**src/rtl/wb_pkg.sv**
```systemverilog
// Shared types and width helpers for the queued Wishbone master.
// Command words are packed as {we, adr, dat}, CMD_W = 1 + ADDR_W + DATA_W.
package wb_pkg;

    typedef enum logic {
        S_IDLE   = 1'b0,
        S_ACTIVE = 1'b1
    } state_t;

    function automatic int unsigned cmd_width(input int unsigned addr_w,
                                              input int unsigned data_w);
        return 1 + addr_w + data_w;
    endfunction

    // Width of the ack-timeout counter; never narrower than one bit.
    function automatic int unsigned timeout_width(input int unsigned timeout);
        return (timeout == 0) ? 1 : $clog2(timeout + 1);
    endfunction

endpackage

```
**src/rtl/wb_cmd_fifo.sv**
```systemverilog
// Synchronous command FIFO with a first-word-fall-through head.
// Pointers wrap modulo DEPTH (a power of two); count is one bit wider.
module wb_cmd_fifo #(
    parameter int unsigned WIDTH = 17,
    parameter int unsigned DEPTH = 4
) (
    input  logic                     i_clk,
    input  logic                     i_rst,
    input  logic                     push,
    input  logic [WIDTH-1:0]         wr_data,
    input  logic                     pop,
    output logic [WIDTH-1:0]         rd_data,
    output logic                     full,
    output logic                     empty,
    output logic [$clog2(DEPTH):0]   count
);

    localparam int unsigned PTR_W = $clog2(DEPTH);
    localparam int unsigned CNT_W = PTR_W + 1;

    logic [WIDTH-1:0] mem [DEPTH];
    logic [PTR_W-1:0] wr_ptr;
    logic [PTR_W-1:0] rd_ptr;
    logic [CNT_W-1:0] cnt;
    logic             do_push;
    logic             do_pop;

    assign full    = (cnt == CNT_W'(DEPTH));
    assign empty   = (cnt == '0);
    assign do_push = push && !full;
    assign do_pop  = pop && !empty;
    assign rd_data = mem[rd_ptr];
    assign count   = cnt;

    always_ff @(posedge i_clk) begin
        if (do_push) begin
            mem[wr_ptr] <= wr_data;
        end
    end

    // Simultaneous push and pop leaves the occupancy unchanged.
    always_ff @(posedge i_clk or posedge i_rst) begin
        if (i_rst) begin
            wr_ptr <= '0;
            rd_ptr <= '0;
            cnt    <= '0;
        end else begin
            if (do_push) begin
                wr_ptr <= wr_ptr + PTR_W'(1);
            end
            if (do_pop) begin
                rd_ptr <= rd_ptr + PTR_W'(1);
            end
            if (do_push && !do_pop) begin
                cnt <= cnt + CNT_W'(1);
            end else if (do_pop && !do_push) begin
                cnt <= cnt - CNT_W'(1);
            end
        end
    end

endmodule

```
**src/rtl/wishbone_master_queued.sv**
```systemverilog
// Wishbone B4 classic master: queues commands, runs them one at a time in order,
// and returns a tagged response with read data and a timeout error flag.
module wishbone_master_queued
    import wb_pkg::*;
#(
    parameter int unsigned ADDR_W     = 8,
    parameter int unsigned DATA_W     = 8,
    parameter int unsigned FIFO_DEPTH = 4,
    parameter int unsigned TIMEOUT    = 255
) (
    input  logic              i_clk,
    input  logic              i_rst,
    input  logic              i_cmdValid,
    output logic              o_cmdReady,
    input  logic              i_cmdWrite,
    input  logic [ADDR_W-1:0] i_cmdAddr,
    input  logic [DATA_W-1:0] i_cmdData,
    output logic              o_rspValid,
    output logic [DATA_W-1:0] o_rspData,
    output logic              o_rspErr,
    output logic              o_busy,
    output logic              o_wbCyc,
    output logic              o_wbStb,
    output logic              o_wbWe,
    output logic [ADDR_W-1:0] o_wbAdr,
    output logic [DATA_W-1:0] o_wbDat,
    input  logic [DATA_W-1:0] i_wbDat,
    input  logic              i_wbAck
);

    localparam int unsigned CMD_W = cmd_width(ADDR_W, DATA_W);
    localparam int unsigned TO_W  = timeout_width(TIMEOUT);
    localparam int unsigned CNT_W = $clog2(FIFO_DEPTH) + 1;

    logic [CMD_W-1:0] fifo_head;
    logic             fifo_pop;
    logic             fifo_full;
    logic             fifo_empty;
    logic [CNT_W-1:0] fifo_count;

    logic              head_we;
    logic [ADDR_W-1:0] head_adr;
    logic [DATA_W-1:0] head_dat;

    state_t            state_q,     state_d;
    logic              cyc_q,       cyc_d;
    logic              we_q,        we_d;
    logic [ADDR_W-1:0] adr_q,       adr_d;
    logic [DATA_W-1:0] dat_q,       dat_d;
    logic [TO_W-1:0]   to_cnt_q,    to_cnt_d;
    logic              rsp_valid_q, rsp_valid_d;
    logic [DATA_W-1:0] rsp_data_q,  rsp_data_d;
    logic              rsp_err_q,   rsp_err_d;
    logic              timeout_hit;

    wb_cmd_fifo #(
        .WIDTH (CMD_W),
        .DEPTH (FIFO_DEPTH)
    ) u_cmd_fifo (
        .i_clk   (i_clk),
        .i_rst   (i_rst),
        .push    (i_cmdValid),
        .wr_data ({i_cmdWrite, i_cmdAddr, i_cmdData}),
        .pop     (fifo_pop),
        .rd_data (fifo_head),
        .full    (fifo_full),
        .empty   (fifo_empty),
        .count   (fifo_count)
    );

    assign head_we  = fifo_head[CMD_W-1];
    assign head_adr = fifo_head[DATA_W +: ADDR_W];
    assign head_dat = fifo_head[DATA_W-1:0];

    // A zero TIMEOUT never expires.
    assign timeout_hit = (TIMEOUT != 0) && (to_cnt_q == TO_W'(TIMEOUT - 1));

    always_comb begin
        state_d     = state_q;
        cyc_d       = cyc_q;
        we_d        = we_q;
        adr_d       = adr_q;
        dat_d       = dat_q;
        to_cnt_d    = to_cnt_q;
        rsp_valid_d = 1'b0;
        rsp_data_d  = rsp_data_q;
        rsp_err_d   = rsp_err_q;
        fifo_pop    = 1'b0;

        case (state_q)
            S_IDLE: begin
                cyc_d = 1'b0;
                we_d  = 1'b0;
                adr_d = '0;
                dat_d = '0;
                if (!fifo_empty) begin
                    fifo_pop = 1'b1;
                    cyc_d    = 1'b1;
                    we_d     = head_we;
                    adr_d    = head_adr;
                    dat_d    = head_dat;
                    to_cnt_d = '0;
                    state_d  = S_ACTIVE;
                end
            end
            S_ACTIVE: begin
                // Ack takes priority over a timeout expiring on the same edge.
                if (i_wbAck) begin
                    cyc_d       = 1'b0;
                    we_d        = 1'b0;
                    adr_d       = '0;
                    dat_d       = '0;
                    rsp_valid_d = 1'b1;
                    rsp_data_d  = we_q ? '0 : i_wbDat;
                    rsp_err_d   = 1'b0;
                    state_d     = S_IDLE;
                end else if (timeout_hit) begin
                    cyc_d       = 1'b0;
                    we_d        = 1'b0;
                    adr_d       = '0;
                    dat_d       = '0;
                    rsp_valid_d = 1'b1;
                    rsp_data_d  = '0;
                    rsp_err_d   = 1'b1;
                    state_d     = S_IDLE;
                end else begin
                    to_cnt_d = to_cnt_q + TO_W'(1);
                end
            end
            default: begin
                state_d = S_IDLE;
                cyc_d   = 1'b0;
            end
        endcase
    end

    always_ff @(posedge i_clk or posedge i_rst) begin
        if (i_rst) begin
            state_q     <= S_IDLE;
            cyc_q       <= 1'b0;
            we_q        <= 1'b0;
            adr_q       <= '0;
            dat_q       <= '0;
            to_cnt_q    <= '0;
            rsp_valid_q <= 1'b0;
            rsp_data_q  <= '0;
            rsp_err_q   <= 1'b0;
        end else begin
            state_q     <= state_d;
            cyc_q       <= cyc_d;
            we_q        <= we_d;
            adr_q       <= adr_d;
            dat_q       <= dat_d;
            to_cnt_q    <= to_cnt_d;
            rsp_valid_q <= rsp_valid_d;
            rsp_data_q  <= rsp_data_d;
            rsp_err_q   <= rsp_err_d;
        end
    end

    assign o_cmdReady = !fifo_full;
    assign o_busy     = (fifo_count != '0) || (state_q == S_ACTIVE);
    assign o_wbCyc    = cyc_q;
    assign o_wbStb    = cyc_q;
    assign o_wbWe     = we_q;
    assign o_wbAdr    = adr_q;
    assign o_wbDat    = dat_q;
    assign o_rspValid = rsp_valid_q;
    assign o_rspData  = rsp_data_q;
    assign o_rspErr   = rsp_err_q;

endmodule

```
**config.mk**
```make
export PLATFORM = sky130hd
export DESIGN_NAME = wishbone_master_queued
export DESIGN_NICKNAME = d
export VERILOG_FILES = /design/src/rtl/wb_pkg.sv /design/src/rtl/wb_cmd_fifo.sv /design/src/rtl/wishbone_master_queued.sv
export SDC_FILE = /design/constraint.sdc
export NUM_CORES = 1
export LEC_CHECK = 0
export ABC_AREA = 1
export ABC_CLOCK_PERIOD_IN_PS = 2400
export CORE_UTILIZATION = 30
export DETAILED_ROUTE_END_ITERATION = 7
export GPL_ROUTABILITY_DRIVEN = 0
export GPL_TIMING_DRIVEN = 0
export SLEW_MARGIN = 20
export SYNTH_ARGS = -nofsm -noshare
export SYNTH_HDL_FRONTEND = slang
export SYNTH_SLANG_ARGS = --single-unit
```
**constraint.sdc**
```tcl
create_clock -name i_clk -period 2.4 [get_ports i_clk]
set_input_delay 0.36 -clock i_clk [delete_from_list [all_inputs] [get_ports i_clk]]
set_output_delay 0.36 -clock i_clk [all_outputs]
set_load 0.02 [all_outputs]
```
---- Word level (Yosys, flattened, before mapping) ----
Memories as Yosys holds them, arrays and structs flattened.
Cells that the tools add are included.
storage, ports and cells
  bits in registers ....................... 44
  memory bits (writable) .................. 68
  output and inout port bits .............. 31
  logic and storage cells ................. 71
  memories kept ........................... 1
operators by class
  add/sub/neg operators ................... 5
  equal/unequal tests ..................... 6
  multiplexer cells ....................... 31
  bitwise logic cells ..................... 1
  reductions and logical operators ........ 15
memories
  name            depth  bits a word  read ports  clocked after Yosys merged registers in  wr ports  RTL line           text
  u_cmd_fifo.mem  4      17           1           0                                        1         wb_cmd_fifo.sv:21  logic [WIDTH-1:0] mem [DEPTH];
operator list
  kind                   count
  $mux W8                9
  $pmux W8 S2            3
  $mux W1                14
  $add A8 B1 Y8 const B  1
  $eq A8 B8 Y1 const B   1
  $mux W3                2
  $ne A2 B2 Y1 const B   3
  $pmux W1 S2            3
  $add A2 B1 Y2 const B  2
  $logic_and A1 B1 Y1    4
  $logic_not A1 Y1       4
  $reduce_bool A2 Y1     2
  $add A3 B1 Y3 const B  1
  $eq A3 B3 Y1 const B   1
  $logic_not A3 Y1       1
  $ne A3 B2 Y1 const B   1
  $reduce_and A3 Y1      1
  $reduce_bool A3 Y1     1
  $sub A3 B1 Y3 const B  1
  $reduce_and A2 Y1      1
  $logic_or A1 B1 Y1     1
  $not A1 Y1             1

---- Longest topological paths before layout ----
Gate-level depths: netlist of run 1.
  word-level depth ........................ 7
  depth in mapped cells ................... 11
  gate-level depth less buffers ........... 11

---- By module ----
From an unflattened synthesis of run 1, not the netlist that was laid out.
second synthesis, totals
  cells, all modules ...................... 454
  area, all modules ....................... 4844.6 um^2
modules (own cells, without submodules)
  module                  times used  cells each  area an instance (um^2)  sequential area each (um^2)
  wb_cmd_fifo             1           260         3193.1                   2217.1
  wishbone_master_queued  1           194         1651.6                   925.9

---- Worst setup path before layout of run 1 ----
No wires, ideal clock.
  kind .................................... register to register
  start point ............................. register u_cmd_fifo.cnt[0], in the netlist u_cmd_fifo.count[0]
  end point ............................... memory u_cmd_fifo.mem[0][0], enable pin
  library setup time ...................... 0.391 ns
  arrival ................................. 1.606 ns
  data required time ...................... 2.009 ns
  setup slack ............................. 0.403 ns
  stages on the path, launching flop included .. 5
  path buffers ............................ 0
  clock period less this slack ............ 1.997 ns
  cell sequence ........................... dfrtp_1 inv_1 nand3_1 nand2_1 nor2_1
between the ends
  longest elaborated chain between the ends .. 5
RTL lines
  what                           RTL line                      text
  start: declaration             wb_cmd_fifo.sv:24             logic [CNT_W-1:0] cnt;
  start signal: assignment       wb_cmd_fifo.sv:55             cnt <= cnt + CNT_W'(1);
  start signal: assignment       wb_cmd_fifo.sv:57             cnt <= cnt - CNT_W'(1);
  $eq A3 B3 Y1                   wb_cmd_fifo.sv:28             assign full = (cnt == CNT_W'(DEPTH));
  $logic_not A1 Y1               n/a
  net o_cmdReady                 wishbone_master_queued.sv:14  output logic o_cmdReady,
  $logic_and A1 B1 Y1            wb_cmd_fifo.sv:30             assign do_push = push && !full;
  $mux W1                        wb_cmd_fifo.sv:36             if (do_push) begin
  $mux W1 (not written as such)  wb_cmd_fifo.sv:37             mem[wr_ptr] <= wr_data;
  end: declaration               wb_cmd_fifo.sv:21
The timed path passes the listed nets, and every way through them passes these cells.

---- Worst setup path in the final report of run 1 ----
  start point ............................. register u_cmd_fifo.cnt[0], in the netlist u_cmd_fifo.count[0]
  end point ............................... register u_cmd_fifo.cnt[2], in the netlist u_cmd_fifo.count[2]
between the ends
  longest elaborated chain between the ends .. 7
  elaborated cells on any way between the ends .. 17
  those cells by class .................... add/sub (2); eq/ne (1); mux (4); reduce/logical (10)
RTL lines
  what                                                  RTL line                      text
  $logic_not A3 Y1                                      wb_cmd_fifo.sv:29             assign empty = (cnt == '0);
  $mux W1                                               wishbone_master_queued.sv:96  if (!fifo_empty) begin
  $mux W1                                               wishbone_master_queued.sv:90  case (state_q)
  $logic_and A1 B1 Y1                                   wb_cmd_fifo.sv:31             assign do_pop = pop && !empty;
  $logic_not A1 Y1                                      wb_cmd_fifo.sv:54             if (do_push && !do_pop) begin
  $logic_and A1 B1 Y1                                   wb_cmd_fifo.sv:54
  $mux W3 / $reduce_bool A2 Y1 (equally long branches)  n/a
Several ways; a longest one is shown, not always the timed one. The select of a mux whose other input is x is not followed.
A chain may end at the register's enable or synchronous reset.

==> results of run 1 <==
==> worst reg2reg max path: stages, from the launching register on <==
cell and delay, ns:
dfrtp_1 0.43, inv_1 0.10, nand3_2 0.11, nand2_2 0.16, buf_2 0.25, ha_1 0.18, inv_1 0.07, fa_1 0.39
nor2_1 0.12, nor2_1 0.05, nand2_1 0.06, xor2_1 0.14
==> layer usage <==
metal	up-vias	routed length, µm	track usage (%)	part of all wire, %
met3	15	406	3.06	4.0
met1	1554	4570	15.9	45
met5	-	0	0	0
met4	0	150	4.62	1.5
li1	1570	-	-	-
met2	60	5030	23.8	50
==> final timing paths <==
check                                 endpoint  slack, ns  cells past startpoint
setup / recovery           u_cmd_fifo.count[2]       0.28                     11
hold / removal                    o_rspData[5]       0.32                      3
setup reg to reg           u_cmd_fifo.count[2]       0.28                     11
hold reg to reg                     o_wbAdr[6]       0.47                      2
max in group asynchronous           o_wbDat[5]       1.60                      3
min in group asynchronous         o_rspData[7]       0.33                      2
==> cells in the mapped netlist <==
library cell / n / area share (%)
nand2_4: 3 / 0.72
ha_1: 7 / 1.9
nor2_1: 11 / 0.88
o21ai_0: 4 / 0.43
nor2_8: 1 / 0.43
inv_1: 23 / 1.8
nor2_4: 1 / 0.24
clkbuf_1: 1 / 0.080
clkinv_1: 1 / 0.080
a21oi_1: 1 / 0.11
xor2_1: 4 / 0.75
a21oi_4: 1 / 0.35
nand3_2: 1 / 0.21
nor2_2: 1 / 0.13
o21bai_1: 2 / 0.32
fa_1: 1 / 0.43
buf_4: 6 / 0.96
xnor2_1: 1 / 0.19
dfrtp_1: 44 / 23
buf_2: 7 / 0.75
nand2_2: 8 / 1.1
buf_6: 3 / 0.72
inv_2: 5 / 0.40
nand3_1: 69 / 7.4
nand4_1: 8 / 1.1
edfxtp_1: 68 / 44
nand2_1: 145 / 12
==> cells by family (layout without fill, tap and decap cells) <==
logic type / Yosys count / after routing / synth area share, %
AND/OR/NAND/NOR: 248 / 248 / 23.7
flip-flops: 112 / 112 / 67.0
buffers and inverters: 46 / 125 / 4.83
adder cells (fa/ha/maj): 8 / 8 / 2.29
AO/OA/AOI/OAI: 8 / 8 / 1.20
XOR/XNOR: 5 / 5 / 0.934
==> flip-flops by register name, indices dropped and copies added, names as in the netlist <==
name	flops
state_q	1
o_wbCyc	1
o_rspErr	1
o_wbDat	8
o_rspData	8
u_cmd_fifo.mem	68
u_cmd_fifo.wr_ptr	2
o_rspValid	1
u_cmd_fifo.count	3
o_wbAdr	8
o_wbWe	1
to_cnt_q	8
u_cmd_fifo.rd_ptr	2
==> layout make-up <==
class,count,share of cell area (%)
plain buffers,17,1.98
clock buffers,10,4.03
clock inverters,6,1.65
inverters,29,1.84
multi-input cells,269,22.4
flip-flops and latches,112,53.0
well taps,188,3.97
repair buffers,63,11.1
==> metrics by stage <==
step / setup WS (ns) / power, W
global route: 0.131 / 0.00774
global placement: -0.339 / 0.00555
floorplan: 0.403 / 0.00456
finish: 0.275 / 0.00728
CTS: 0.236 / 0.00738
detailed placement: 0.144 / 0.00572
==> power by group <==
group / total, W / switching, W / internal (W)
Clock: 0.00165 / 0.000695 / 0.000958
Sequential: 0.00283 / 0.000230 / 0.00260
Combinational: 0.00280 / 0.00174 / 0.00106
Total: 0.00728 / 0.00267 / 0.00462
==> impl_metrics.json, run 1 <==
{
  "wl_mm": 10.2,
  "synth_area_um2": 4690,
  "slowest_stage": "dfrtp_1",
  "fin_area_um2": 5930,
  "antenna-diode-count": 0,
  "rows": 45,
  "detail-route-antenna-nets": 0,
  "post_drt_via_cell_ratio": 4.61,
  "yosys_warnings": 0,
  "finClkSkew_ns": 0.00475,
  "drc": 0,
  "cts_root_buf": "clkbuf_16",
  "insertion_delay_ns": 0.35,
  "ctsHoldBuffers": 0,
  "post_dp_cell_area_um2": 5600,
  "syn_inst": 427,
  "critPathRequiredTime_ns": 2.67,
  "initial_core_util_pct": 30.8,
  "cp-end-kind": "flip-flop",
  "dp.cells": 678,
  "critPathKind": "reg -> reg",
  "p_per_area_nw_per_um2": 1230,
  "mostFrequentLayoutCells": "nand2_1, nand3_1, edfxtp_1",
  "min_from": "i_wbAck",
  "cts_setup_buffers": 0,
  "multiInputGateArea_um2": 1330,
  "io_buffer_count": 58,
  "tns_ns": 0,
  "status": "finished clean",
  "cts_made_buffers": 9,
  "die_area_um2": 16100,
  "final_common_cell": "nand2_1",
  "crit_family": "adder cells",
  "fin_nets": 538,
  "syn_nets": 464,
  "path_cells": "inv_1 > nand3_2 > nand2_2 > buf_2 > ha_1 > inv_1 > fa_1 > nor2_1 > nor2_1 > nand2_1 > xor2_1",
  "fin_crit_sh_pct": 88.5,
  "worstPathMaxFanout": 10,
  "cts_sinks": 112,
  "dr.pass1.iters": 4,
  "cts_resized": 0,
  "leakage_nw": 2.51,
  "ys_seq_area_share_pct": 67.0,
  "grt_pass1_vias": 3246,
  "ys_ff_latch": 112,
  "avgRoutedWirePerCell_um": 14.6,
  "antenna_found_initial": 0,
  "drt_iter0_drc": 206,
  "postSynthAreaPerCell_um2": 11.0,
  "grt_pass1_wl_mm": 16.6,
  "register_area_um2": 3140,
  "finalNonFillerCells": 694,
  "rsz0062_at_grt": "no",
  "fin_util_pct": 39.0,
  "r2r-start": "u_cmd_fifo.count[0]",
  "maxCapViolCount": 0,
  "io_pins": 60,
  "relSlewSlack_pct": 60.1,
  "clock.fmax_ghz": 0.471,
  "area.growth.synth_to_final_pct": 26.5,
  "grt_overflow": 0,
  "final-setup-viol-count": 0,
  "min_period_ns": 2.12,
  "core_um2": 15200,
  "num_vias": 3199,
  "fp.dieH_um": 127,
  "path_buf_inv": 3,
  "slew_viol_final": 0,
  "clockBufferDepth": 2,
  "layout-drive-gt1-share_pct": 12.5,
  "arrival_ns": 2.40,
  "die_w_um": 127,
  "tritoncts": "done",
  "hpwl_mm": 7.20,
  "whs_ns": 0.323,
  "cp-start-kind": "flip-flop",
  "clk_pin_slew_ns": 0.07,
  "groute.usage.overall_pct": 13.4,
  "ir_worst_vdd_mv": 0.526,
  "cpPeakStageDelay_ns": 0.43,
  "hold_path_class": "in -> reg",
  "htreeDepth": 3,
  "grt_max_degree": 28,
  "fillers": 1432,
  "worstSetupStartpoint": "u_cmd_fifo.count[0]",
  "hold_viol": 0,
  "synthDistinctLibCells": 27,
  "tightest_slew_ns": 0.598
}
Note: power is estimated with default switching activity, not from simulation.
==> run 2, diff against run 1 <==
--- a/config.mk
+++ b/config.mk
@@ -6,7 +6,7 @@
 export NUM_CORES = 1
 export LEC_CHECK = 0
 export ABC_AREA = 1
-export ABC_CLOCK_PERIOD_IN_PS = 2400
+export ABC_CLOCK_PERIOD_IN_PS = 2600
 export CORE_UTILIZATION = 30
 export DETAILED_ROUTE_END_ITERATION = 7
 export GPL_ROUTABILITY_DRIVEN = 0
==> constraint.sdc (replaced) <==
create_clock -name i_clk -period 2.6 [get_ports i_clk]
set_input_delay 0.39 -clock i_clk [delete_from_list [all_inputs] [get_ports i_clk]]
set_output_delay 0.39 -clock i_clk [all_outputs]
set_load 0.02 [all_outputs]
==> results of run 2 <==
The final DEF is identical to that of run 1. Status: finished clean.
Among the figures that moved: setup slack after placement 0.144 ns -> 0.314 ns; setup slack after layout 0.275 ns -> 0.475 ns; hold slack 0.323 ns -> 0.353 ns; register-to-register setup slack 0.28 ns -> 0.48 ns; total power 0.00728 W -> 0.00672 W; worst IR drop on VDD 0.526 mV -> 0.486 mV
==> run 3, diff against run 2 <==
--- a/config.mk
+++ b/config.mk
@@ -6,7 +6,7 @@
 export NUM_CORES = 1
 export LEC_CHECK = 0
 export ABC_AREA = 1
-export ABC_CLOCK_PERIOD_IN_PS = 2600
+export ABC_CLOCK_PERIOD_IN_PS = 1900
 export CORE_UTILIZATION = 30
 export DETAILED_ROUTE_END_ITERATION = 7
 export GPL_ROUTABILITY_DRIVEN = 0
==> constraint.sdc (replaced) <==
create_clock -name i_clk -period 1.9 [get_ports i_clk]
set_input_delay 0.285 -clock i_clk [delete_from_list [all_inputs] [get_ports i_clk]]
set_output_delay 0.285 -clock i_clk [all_outputs]
set_load 0.02 [all_outputs]
==> run 3 against run 2 <==
  * Clock skew up 0.0021 ns
  * Core utilization shrank 0.074 points
  * Register-to-register slack lost 0.34 ns
  * Worst setup slack got worse by 0.38 ns
  * Power increased by 34%
  * Clock-buffer cell count is the same
  * Design area shrank 0.19%
  * Critical path depth down 8
  * Highest routed layer unchanged
  * Die area unchanged
  * Clock power is 16% higher
==> impl_metrics.json, run 3 (synthesis results as in run 1) <==
{
  "clock_power_share_pct": 19.7,
  "groute.usage.overall_pct": 13.6,
  "hold_path_class": "in -> async",
  "fp.dieH_um": 127,
  "arrival_ns": 1.52,
  "seqPwrFrac_pct": 39.8,
  "cp-start-kind": "flip-flop",
  "relSlewSlack_pct": 63.6,
  "tns_ns": 0,
  "largest_register": "u_cmd_fifo.mem",
  "ir_worst_vdd_mv": 0.516,
  "avgRoutedWirePerCell_um": 14.8,
  "fin_nets": 541,
  "die_area_um2": 16100,
  "p_per_area_nw_per_um2": 1520,
  "critPathRequiredTime_ns": 1.62,
  "grt_pass1_wl_mm": 16.6,
  "critPathKind": "reg -> out",
  "tightest_slew_ns": 0.545,
  "clock.fmax_ghz": 0.555,
  "htreeDepth": 3,
  "mostFrequentLayoutCells": "nand2_1, nand3_1, edfxtp_1",
  "p_int_w": 0.00557,
  "hpwl_mm": 7.04,
  "combinationalPowerShare_pct": 40.5,
  "clockBufferDepth": 2,
  "switching_power_w": 0.00342,
  "p_sw_share_pct": 38.0,
  "io_pins": 60,
  "tritoncts": "done",
  "core_um2": 15200,
  "status": "finished clean",
  "die_w_um": 127,
  "fin_crit_sh_pct": 94.8,
  "grt_overflow": 0,
  "dr.pass1.iters": 5,
  "grt_max_degree": 33,
  "final-setup-viol-count": 0,
  "area.growth.synth_to_final_pct": 26.3,
  "maxCapViolCount": 0,
  "initial_core_util_pct": 30.8,
  "layout-drive-gt1-share_pct": 13.9,
  "ff2ff_setup_slack_ns": 0.14,
  "worstPathMaxFanout": 3,
  "cts_root_buf": "clkbuf_16",
  "antenna_found_initial": 0,
  "grt_pass1_vias": 3234,
  "cts_sinks": 112,
  "insertion_delay_ns": 0.35,
  "detail-route-antenna-nets": 0,
  "num_vias": 3201,
  "finClkSkew_ns": 0.00683,
  "io_buffer_count": 58,
  "slew_viol_final": 0,
  "clk_pin_slew_ns": 0.07,
  "rows": 45,
  "drc": 0,
  "drt_iter0_drc": 142,
  "largest_reg_flops": 68,
  "fin_util_pct": 38.9,
  "wl_mm": 10.3,
  "rsz0062_at_grt": "no",
  "post_drt_via_cell_ratio": 4.59,
  "fillers": 1485,
  "antenna-diode-count": 0,
  "hold_viol": 0,
  "whs_ns": 0.201,
  "cp-end-kind": "output port",
  "leakage_nw": 2.49,
  "cts_made_buffers": 9,
  "final_common_cell": "nand2_1",
  "min_period_ns": 1.80
}
[run 3: power by group through the flow]
stage               registers (W)  logic, W  clock network, W
finish                    0.00358   0.00364           0.00177
global route              0.00365   0.00404           0.00190
CTS                       0.00359   0.00367           0.00182
detailed placement        0.00363   0.00359                 0
global placement          0.00362   0.00340                 0
floorplan                 0.00388   0.00189                 0
[run 3: stage by stage]
| step | instance area (µm²) | instances | total power, W | worst slack, ns |
|---|---|---|---|---|
| 2_1_floorplan | 4690 | 427 | 0.00577 | 0.00472 |
| 3_3_place_gp | 5510 | 673 | 0.00702 | -0.802 |
| 3_5_place_dp | 5600 | 678 | 0.00722 | -0.302 |
| 4_1_cts | 5900 | 695 | 0.00908 | 0.00410 |
| 5_1_grt | 5920 | 697 | 0.00958 | 0.0257 |
| 6_report | 5920 | 697 | 0.00899 | 0.0984 |
[run 3: final timing paths]
kind	startpoint	endpoint	depth (start not counted)
max in group asynchronous	i_rst	u_cmd_fifo.count[0]	3
worst max-delay path	u_cmd_fifo.count[1]	o_cmdReady	3
worst min-delay path	i_rst	o_rspData[4]	2
worst min register to register	o_wbAdr[5]	o_wbAdr[5]	2
min in group i_clk	i_wbAck	o_rspData[2]	3
worst max register to register	u_cmd_fifo.count[1]	u_cmd_fifo.count[2]	10
[run 3: critical path, stage by stage, from the launching register on]
cell and delay, ns:
dfrtp_1 0.39, inv_2 0.10, nand3_2 0.12, clkdlybuf4s50_1 0.56
[run 3: timing repair]
action,in CTS,in global routing
resized for setup,9,3
endpoints found under the setup margin,3,3
endpoints found under the hold margin,0,0
setup buffers,1,3
pin swaps,2,1
hold buffers,0,0
[run 3: area by class of cell]
cell class / count / area (µm²) / share of cell area (%)
sequential: 112 / 3140 / 53.1
inverter: 29 / 109 / 1.84
multi-input combinational: 269 / 1360 / 22.9
tap: 188 / 235 / 3.97
clock inverter: 6 / 43.8 / 0.740
buffer: 16 / 113 / 1.90
timing repair buffer: 67 / 689 / 11.6
clock buffer: 10 / 229 / 3.87
[run 3: per-layer routing]
layer | global-route usage (%) | vias to the layer above | part of all wire [%]
li1 | - | 1572 | -
met1 | 16.7 | 1540 | 44
met2 | 22.9 | 76 | 50
met3 | 3.27 | 13 | 4.1
met4 | 5.95 | 0 | 1.2
met5 | 0 | - | 0
